==> src/rtl/noc_inject_arbiter_if.sv <==
// ----------------------------------------------------------------------------
// noc_inject_arbiter_if
//
// Bundles the local requester side and the router sender side of the NoC
// injection arbiter.
//
//   req_valid/req_ready       per-requester flit handshake (N_REQ bits)
//   req_flit                  requester i flit at [i*DATA_WIDTH +: DATA_WIDTH]
//   req_is_header/req_is_tail per-requester packet framing markers
//   sender_valid/sender_ready flit handshake toward the router
//   sender_flit               flit toward the router
//   sender_VCready            router has a free VC (gates new packets only)
//   sender_is_header/_is_tail framing markers toward the router
//
// Modports:
//   master  the arbiter (accepts requester flits, drives the router port)
//   slave   the environment (requesters plus router)
// ----------------------------------------------------------------------------
interface noc_inject_arbiter_if #(
    parameter int N_REQ      = 4,
    parameter int DATA_WIDTH = 32
);
    logic [N_REQ-1:0]            req_valid;
    logic [N_REQ-1:0]            req_ready;
    logic [N_REQ*DATA_WIDTH-1:0] req_flit;
    logic [N_REQ-1:0]            req_is_header;
    logic [N_REQ-1:0]            req_is_tail;

    logic                        sender_valid;
    logic                        sender_ready;
    logic [DATA_WIDTH-1:0]       sender_flit;
    logic                        sender_VCready;
    logic                        sender_is_header;
    logic                        sender_is_tail;

    modport master (
        input  req_valid, req_flit, req_is_header, req_is_tail,
        input  sender_ready, sender_VCready,
        output req_ready,
        output sender_valid, sender_flit, sender_is_header, sender_is_tail
    );

    modport slave (
        output req_valid, req_flit, req_is_header, req_is_tail,
        output sender_ready, sender_VCready,
        input  req_ready,
        input  sender_valid, sender_flit, sender_is_header, sender_is_tail
    );
endinterface

==> src/rtl/noc_inject_arbiter.sv <==
// ----------------------------------------------------------------------------
// noc_inject_arbiter
//
// Wormhole arbiter sharing one router injection port among N_REQ local
// requesters. New packets are granted round-robin on header flits; the grant
// is held until the owner's tail flit is accepted so packets never interleave.
// A single registered output stage feeds the router.
//
// Ports:
//   noc_clk   clock
//   noc_rst   asynchronous active-high reset
//   bus       noc_inject_arbiter_if.master (requester + router handshakes)
//   busy      packet lock held
//   grant_id  current or last granted requester
//   pkt_cnt   (only with NOC_ARB_PKT_CNT_EN) per-requester 16-bit count of
//             accepted tail flits, counter i at [i*16 +: 16], wrapping
//
// Optional feature macro: NOC_ARB_PKT_CNT_EN
// ----------------------------------------------------------------------------
module noc_inject_arbiter #(
    parameter int  N_REQ      = 4,
    parameter int  DATA_WIDTH = 32,
    localparam int IDW        = $clog2(N_REQ)
) (
    input  logic                   noc_clk,
    input  logic                   noc_rst,
    noc_inject_arbiter_if.master   bus,
    output logic                   busy,
    output logic [IDW-1:0]         grant_id
`ifdef NOC_ARB_PKT_CNT_EN
    ,
    output logic [N_REQ*16-1:0]    pkt_cnt
`endif
);

    typedef enum logic {IDLE = 1'b0, LOCK = 1'b1} state_t;

    state_t                  state_q, state_d;
    logic [IDW-1:0]          rr_ptr_q, rr_ptr_d;
    logic [IDW-1:0]          grant_id_q, grant_id_d;
    logic                    sender_valid_q, sender_valid_d;
    logic [DATA_WIDTH-1:0]   sender_flit_q, sender_flit_d;
    logic                    sender_is_header_q, sender_is_header_d;
    logic                    sender_is_tail_q, sender_is_tail_d;

    logic                    slot_free;
    logic [N_REQ-1:0]        cand;
    logic                    win_found;
    logic [IDW-1:0]          win_idx;
    logic [IDW-1:0]          sel;
    logic                    accept;
    logic                    tail_accept;
    logic [N_REQ-1:0]        req_ready_c;
    logic [DATA_WIDTH-1:0]   flit_arr [N_REQ];

    // Unpack the flat flit bus so the selected flit is a plain array read.
    generate
        for (genvar gi = 0; gi < N_REQ; gi++) begin : g_unpack
            assign flit_arr[gi] = bus.req_flit[gi*DATA_WIDTH +: DATA_WIDTH];
        end
    endgenerate

    assign slot_free = !sender_valid_q || bus.sender_ready;
    assign cand      = bus.req_valid & bus.req_is_header;

    // Round-robin search starting at rr_ptr; the modulo keeps non-power-of-2
    // requester counts from ever selecting an index >= N_REQ.
    always_comb begin
        int unsigned idx;
        logic [IDW-1:0] idx_w;
        win_found = 1'b0;
        win_idx   = '0;
        idx       = 0;
        idx_w     = '0;
        for (int k = 0; k < N_REQ; k++) begin
            idx   = (int'(rr_ptr_q) + k) % N_REQ;
            idx_w = IDW'(idx);
            if (!win_found && cand[idx_w]) begin
                win_found = 1'b1;
                win_idx   = idx_w;
            end
        end
    end

    always_comb begin
        state_d            = state_q;
        rr_ptr_d           = rr_ptr_q;
        grant_id_d         = grant_id_q;
        sender_valid_d     = sender_valid_q;
        sender_flit_d      = sender_flit_q;
        sender_is_header_d = sender_is_header_q;
        sender_is_tail_d   = sender_is_tail_q;
        req_ready_c        = '0;
        sel                = grant_id_q;
        accept             = 1'b0;

        // req_ready is combinational, so it is forced low while reset is held.
        if (!noc_rst) begin
            case (state_q)
                IDLE: begin
                    if (bus.sender_VCready && slot_free && win_found) begin
                        sel                  = win_idx;
                        req_ready_c[win_idx] = 1'b1;
                        accept               = 1'b1;
                    end
                end
                LOCK: begin
                    // Owner is grant_id_q; VC availability only gates new packets.
                    req_ready_c[grant_id_q] = slot_free;
                    accept                  = slot_free && bus.req_valid[grant_id_q];
                end
            endcase
        end

        tail_accept = accept && bus.req_is_tail[sel];

        if (accept) begin
            sender_valid_d     = 1'b1;
            sender_flit_d      = flit_arr[sel];
            sender_is_header_d = bus.req_is_header[sel];
            sender_is_tail_d   = bus.req_is_tail[sel];
            grant_id_d         = sel;
            if (tail_accept) begin
                state_d  = IDLE;
                rr_ptr_d = (32'(sel) == N_REQ - 1) ? '0 : sel + 1'b1;
            end else begin
                state_d  = LOCK;
            end
        end else if (bus.sender_ready) begin
            sender_valid_d = 1'b0;
        end
    end

    always_ff @(posedge noc_clk or posedge noc_rst) begin
        if (noc_rst) begin
            state_q            <= IDLE;
            rr_ptr_q           <= '0;
            grant_id_q         <= '0;
            sender_valid_q     <= 1'b0;
            sender_flit_q      <= '0;
            sender_is_header_q <= 1'b0;
            sender_is_tail_q   <= 1'b0;
        end else begin
            state_q            <= state_d;
            rr_ptr_q           <= rr_ptr_d;
            grant_id_q         <= grant_id_d;
            sender_valid_q     <= sender_valid_d;
            sender_flit_q      <= sender_flit_d;
            sender_is_header_q <= sender_is_header_d;
            sender_is_tail_q   <= sender_is_tail_d;
        end
    end

    assign bus.req_ready        = req_ready_c;
    assign bus.sender_valid     = sender_valid_q;
    assign bus.sender_flit      = sender_flit_q;
    assign bus.sender_is_header = sender_is_header_q;
    assign bus.sender_is_tail   = sender_is_tail_q;
    assign busy                 = (state_q == LOCK);
    assign grant_id             = grant_id_q;

`ifdef NOC_ARB_PKT_CNT_EN
    generate
        for (genvar gi = 0; gi < N_REQ; gi++) begin : g_pkt_cnt
            logic [15:0] cnt_q, cnt_d;

            always_comb begin
                cnt_d = cnt_q;
                if (tail_accept && (sel == IDW'(gi))) begin
                    cnt_d = cnt_q + 16'd1;
                end
            end

            always_ff @(posedge noc_clk or posedge noc_rst) begin
                if (noc_rst) begin
                    cnt_q <= '0;
                end else begin
                    cnt_q <= cnt_d;
                end
            end

            assign pkt_cnt[gi*16 +: 16] = cnt_q;
        end
    endgenerate
`endif

endmodule

==> src/flat_wrapper.sv <==
// flat-port wrapper written by rule: the top's interface ports become plain ports
module noc_inject_arbiter_flat 
#(
    parameter int  N_REQ      = 4,
    parameter int  DATA_WIDTH = 32,
    localparam int IDW        = $clog2(N_REQ)
)
  (noc_clk, noc_rst, busy, grant_id, bus_req_valid, bus_req_flit, bus_req_is_header, bus_req_is_tail, bus_sender_ready, bus_sender_VCready, bus_req_ready, bus_sender_valid, bus_sender_flit, bus_sender_is_header, bus_sender_is_tail);
  noc_inject_arbiter_if #(.N_REQ(N_REQ), .DATA_WIDTH(DATA_WIDTH)) bus_i ();
  input  logic noc_clk;
  input  logic noc_rst;
  output logic busy;
  output logic [IDW-1:0] grant_id;
  input wire logic [$bits(bus_i.req_valid)-1:0] bus_req_valid;
  input wire logic [$bits(bus_i.req_flit)-1:0] bus_req_flit;
  input wire logic [$bits(bus_i.req_is_header)-1:0] bus_req_is_header;
  input wire logic [$bits(bus_i.req_is_tail)-1:0] bus_req_is_tail;
  input wire logic [$bits(bus_i.sender_ready)-1:0] bus_sender_ready;
  input wire logic [$bits(bus_i.sender_VCready)-1:0] bus_sender_VCready;
  output wire logic [$bits(bus_i.req_ready)-1:0] bus_req_ready;
  output wire logic [$bits(bus_i.sender_valid)-1:0] bus_sender_valid;
  output wire logic [$bits(bus_i.sender_flit)-1:0] bus_sender_flit;
  output wire logic [$bits(bus_i.sender_is_header)-1:0] bus_sender_is_header;
  output wire logic [$bits(bus_i.sender_is_tail)-1:0] bus_sender_is_tail;
  assign bus_i.req_valid = bus_req_valid;
  assign bus_i.req_flit = bus_req_flit;
  assign bus_i.req_is_header = bus_req_is_header;
  assign bus_i.req_is_tail = bus_req_is_tail;
  assign bus_i.sender_ready = bus_sender_ready;
  assign bus_i.sender_VCready = bus_sender_VCready;
  assign bus_req_ready = bus_i.req_ready;
  assign bus_sender_valid = bus_i.sender_valid;
  assign bus_sender_flit = bus_i.sender_flit;
  assign bus_sender_is_header = bus_i.sender_is_header;
  assign bus_sender_is_tail = bus_i.sender_is_tail;
  noc_inject_arbiter #(.N_REQ(N_REQ), .DATA_WIDTH(DATA_WIDTH)) u_core (.noc_clk(noc_clk), .noc_rst(noc_rst), .bus(bus_i), .busy(busy), .grant_id(grant_id));
endmodule
==> config.mk <==
export PLATFORM = sky130hd
export DESIGN_NAME = noc_inject_arbiter_flat
export DESIGN_NICKNAME = d
export VERILOG_FILES = /design/src/rtl/noc_inject_arbiter_if.sv /design/src/rtl/noc_inject_arbiter.sv /design/src/flat_wrapper.sv
export SDC_FILE = /design/constraint.sdc
export NUM_CORES = 1
export LEC_CHECK = 0
export CORE_ASPECT_RATIO = 0.9
export CORE_MARGIN = 4
export CORE_UTILIZATION = 40
export CTS_BUF_LIST = sky130_fd_sc_hd__clkbuf_4 sky130_fd_sc_hd__clkbuf_8 sky130_fd_sc_hd__clkbuf_16
export DETAILED_ROUTE_END_ITERATION = 6
export PLACE_DENSITY = 0.94
export SLEW_MARGIN = 30
export SYNTH_ARGS = -nofsm -noshare
export SYNTH_HDL_FRONTEND = slang
export SYNTH_SLANG_ARGS = --single-unit
export TNS_END_PERCENT = 1
==> constraint.sdc <==
create_clock -name noc_clk -period 3.9 [get_ports noc_clk]
set_input_delay 0.78 -clock noc_clk [delete_from_list [all_inputs] [get_ports noc_clk]]
set_output_delay 0.78 -clock noc_clk [all_outputs]
set_load 0.01 [all_outputs]
==> reports/qor.txt <==
clock network fraction of design power: 0.109
Layout Area Growth over Synthesis: 66.29%
DRC viols: 0
Crit Path Class: input pin to primary output
synth warn: 0
Die H: 89.84 um
Int Power: 1.957 mW
Setup crit end: bus_req_ready[2]
root buffer cell: clkbuf_8
initial antenna violation count: 1
worst skew pair latency: 0.29 ns
Hold WC Path Type: flip-flop to flip-flop
cts-stage hold buffer count: 0
Critical Path Start: bus_req_valid[3]
CTS sink cnt: 40
Resize count post-CTS: 0
synth unique cells: 37
worst path required time: 3.12 ns
RSZ-0062 raised after global routing: no
antenna violation net count after detailed routing: 0
drt wl/cell: 17.21 um
Util after Layout: 0.6925
GRT Util Overall: 0.1998
clock skew: 0.01142 ns
status: finished, final reports clean
Worst path slowest cell: clkdlybuf4s50_1
Mapped Cells: 248
DRT Wirelength: 9054 um
Top Family by Delay on Critical Path: buffers and inverters
Die ar.: 0.008887 mm^2
Ports: 186
crit path launch type: input pin
Reg2Reg Depth: 8
vias in the first global route: 2963
Layout Nets: 576
R2R setup slack: 1.36 ns
placement row count: 29
Mapped Nets: 393
Worst Path Max Fanout: 6
FF-to-FF End: u_core.bus.sender_flit[6]
vias post-DR: 2708
max_slew headroom: 0.6224
CTS tree: built
drt first pass iters: 4
final setup fails: 0
Initial Util: 0.4164
CP Buf/Inv Count: 2
Max Clk Rate: 269.0 MHz
Leak Pwr: 2.053 nW
largest net degree at the start of global routing: 41
number of max-cap violations: 0
Seq cells post-synth: 40
Worst path max stage delay: 0.57 ns
DP Area: 0.004836 mm^2
DRT iter0 DRCs: 49
core area: 0.007148 mm^2
Vias per Instance: 5.148
RR Startpoint: u_core.rr_ptr_q[0]
Slew Limit Fails: 0
Worst Max-Slew Pin Slew: 0.5663 ns
final hold violation count: 0
Critical Path End Type: primary output
Clock Tree Buf Depth: 2
Clock Pin Slew Worst Setup and Hold Paths: 0.07 ns
Cell Chain, Critical Path: clkdlybuf4s50_1, and2_1, o21ai_0, a21oi_1, nand3b_1, a21oi_1, clkdlybuf4s50_1
mean area per synthesized cell: 12.00 um^2
Sw Ratio: 0.3627
fin area: 0.004950 mm^2
# port buffers: 185
CTS buffer count: 5
register area share after synthesis: 0.3363
Pwr Density: 620.4 mW/mm^2
Final Cycle Share: 0.9533
Power, Total: 3.071 mW
Tmin final: 3.718 ns
routability cong.: 0.8593
NetSw: 1.114 mW
global-route wire length before repair: 14600 um
Setup TNS Final: 0 ns
layout cell share with drive strength beyond 1: 0.1319
Logic pwr share: 0.642
hpwl dp: 7489 um
die width: 98.93 um
WP depth: 7
Post-Synthesis Cell Area: 0.002977 mm^2
worst endpoint data arrival time: 2.94 ns
Max H-tree Level: 2
Seq pwr share: 0.249
Setup Fix Bufs, Post-CTS: 0
Peak VDD IR: 0.3713 mV
gr ovfl total: 0
-- power groups by stage --
stage          clock [mW]  combinational [mW]  sequential [mW]
2_1_floorplan           0                1.22            0.852
3_3_place_gp            0                1.95            0.760
3_5_place_dp            0                2.00            0.772
4_1_cts             0.346                2.00            0.766
5_1_grt             0.363                2.12            0.800
6_report            0.336                1.97            0.764
-- layout make-up --
| type | count | area, um^2 |
|---|---|---|
| Clock buffer | 5 | 68.82 |
| Clock inverter | 3 | 42.54 |
| Tap cell | 93 | 116.4 |
| Antenna cell | 1 | 2.502 |
| Fill cell | 546 | 2198 |
| Sequential cell | 40 | 1001 |
| Multi-Input combinational cell | 187 | 1787 |
| Timing Repair Buffer | 191 | 1909 |
| Inverter | 6 | 22.52 |
-- through the flow --
stage / instances / hold slack (ns) / setup slack, ns
2_1_floorplan: 248 / 0.5184 / 0.7579
3_3_place_gp: 517 / 0.4625 / 0.3009
3_5_place_dp: 517 / 0.4740 / 0.2166
4_1_cts: 525 / 0.4961 / 0.2171
5_1_grt: 526 / 0.5123 / 0.07968
6_report: 526 / 0.4954 / 0.1823
-- worst min-delay path by stage --
stage,from,endpoint,slack [ns],depth (start not counted)
floorplan,u_core.bus.sender_is_tail,u_core.bus.sender_is_tail,0.52,1
global placement,u_core.bus.sender_is_tail,u_core.bus.sender_is_tail,0.46,1
detailed placement,u_core.bus.sender_is_tail,u_core.bus.sender_is_tail,0.47,1
CTS,u_core.bus.sender_is_tail,u_core.bus.sender_is_tail,0.50,1
global route,u_core.bus.sender_is_tail,u_core.bus.sender_is_tail,0.51,1
finish,u_core.bus.sender_is_tail,u_core.bus.sender_is_tail,0.50,1
-- cells in the mapped netlist, drive strengths merged --
master / instances / area [um^2]
mux2i: 102 / 1021
dfrtp: 40 / 1001
mux2: 36 / 409.1
buf: 15 / 173.9
nand2: 7 / 26.28
a21oi: 6 / 33.78
inv: 6 / 22.52
nor2: 5 / 18.77
and2: 3 / 18.77
nand3: 3 / 15.01
or3: 3 / 18.77
a22oi: 2 / 15.01
nand2b: 2 / 20.02
nor2b: 2 / 12.51
o21ai: 2 / 10.00
o221ai: 2 / 17.52
o22ai: 2 / 18.77
o2bb2ai: 2 / 36.29
a21o: 1 / 7.510
a32oi: 1 / 8.760
and4b: 1 / 13.76
ha: 1 / 12.51
mux4: 1 / 22.52
nand3b: 1 / 7.510
nand4: 1 / 6.260
nand4b: 1 / 8.760
-- logic make-up after synthesis --
group	Yosys count	share of synthesized area
compound gates	18	0.04960
fa+ha+maj	1	0.004203
buf+inv	21	0.06599
flops	40	0.3363
mux	139	0.4880
simple gates	29	0.05591
-- sequential cells by signal, indices dropped and copies added (netlist names) --
name,cells
u_core.grant_id,2
u_core.busy,1
u_core.bus.sender_valid,1
u_core.bus.sender_is_header,1
u_core.bus.sender_flit,32
u_core.bus.sender_is_tail,1
u_core.rr_ptr_q,2
-- cell usage in the layout, fill, tap and decap left out, types with 2 or more instances in the layout --
master	count
or3_1	3
mux2i_1	102
nand3_1	3
inv_2	2
nor2_1	5
nor2b_1	2
inv_1	4
a21oi_1	5
nand2_1	7
dfrtp_1	40
clkdlybuf4s50_1	185
o221ai_1	2
clkbuf_8	5
buf_4	5
a22oi_1	2
mux2_2	34
and2_1	3
-- routing by layer --
metal  vias up  track usage  routed length (um)
met5         -            0                   0
met4         0      0.06030                 223
met3        20      0.06502                 814
met2       134       0.3540                4520
met1      1267       0.2263                3495
li1       1287            -                   -
Power figures use the tool's default switching activity.
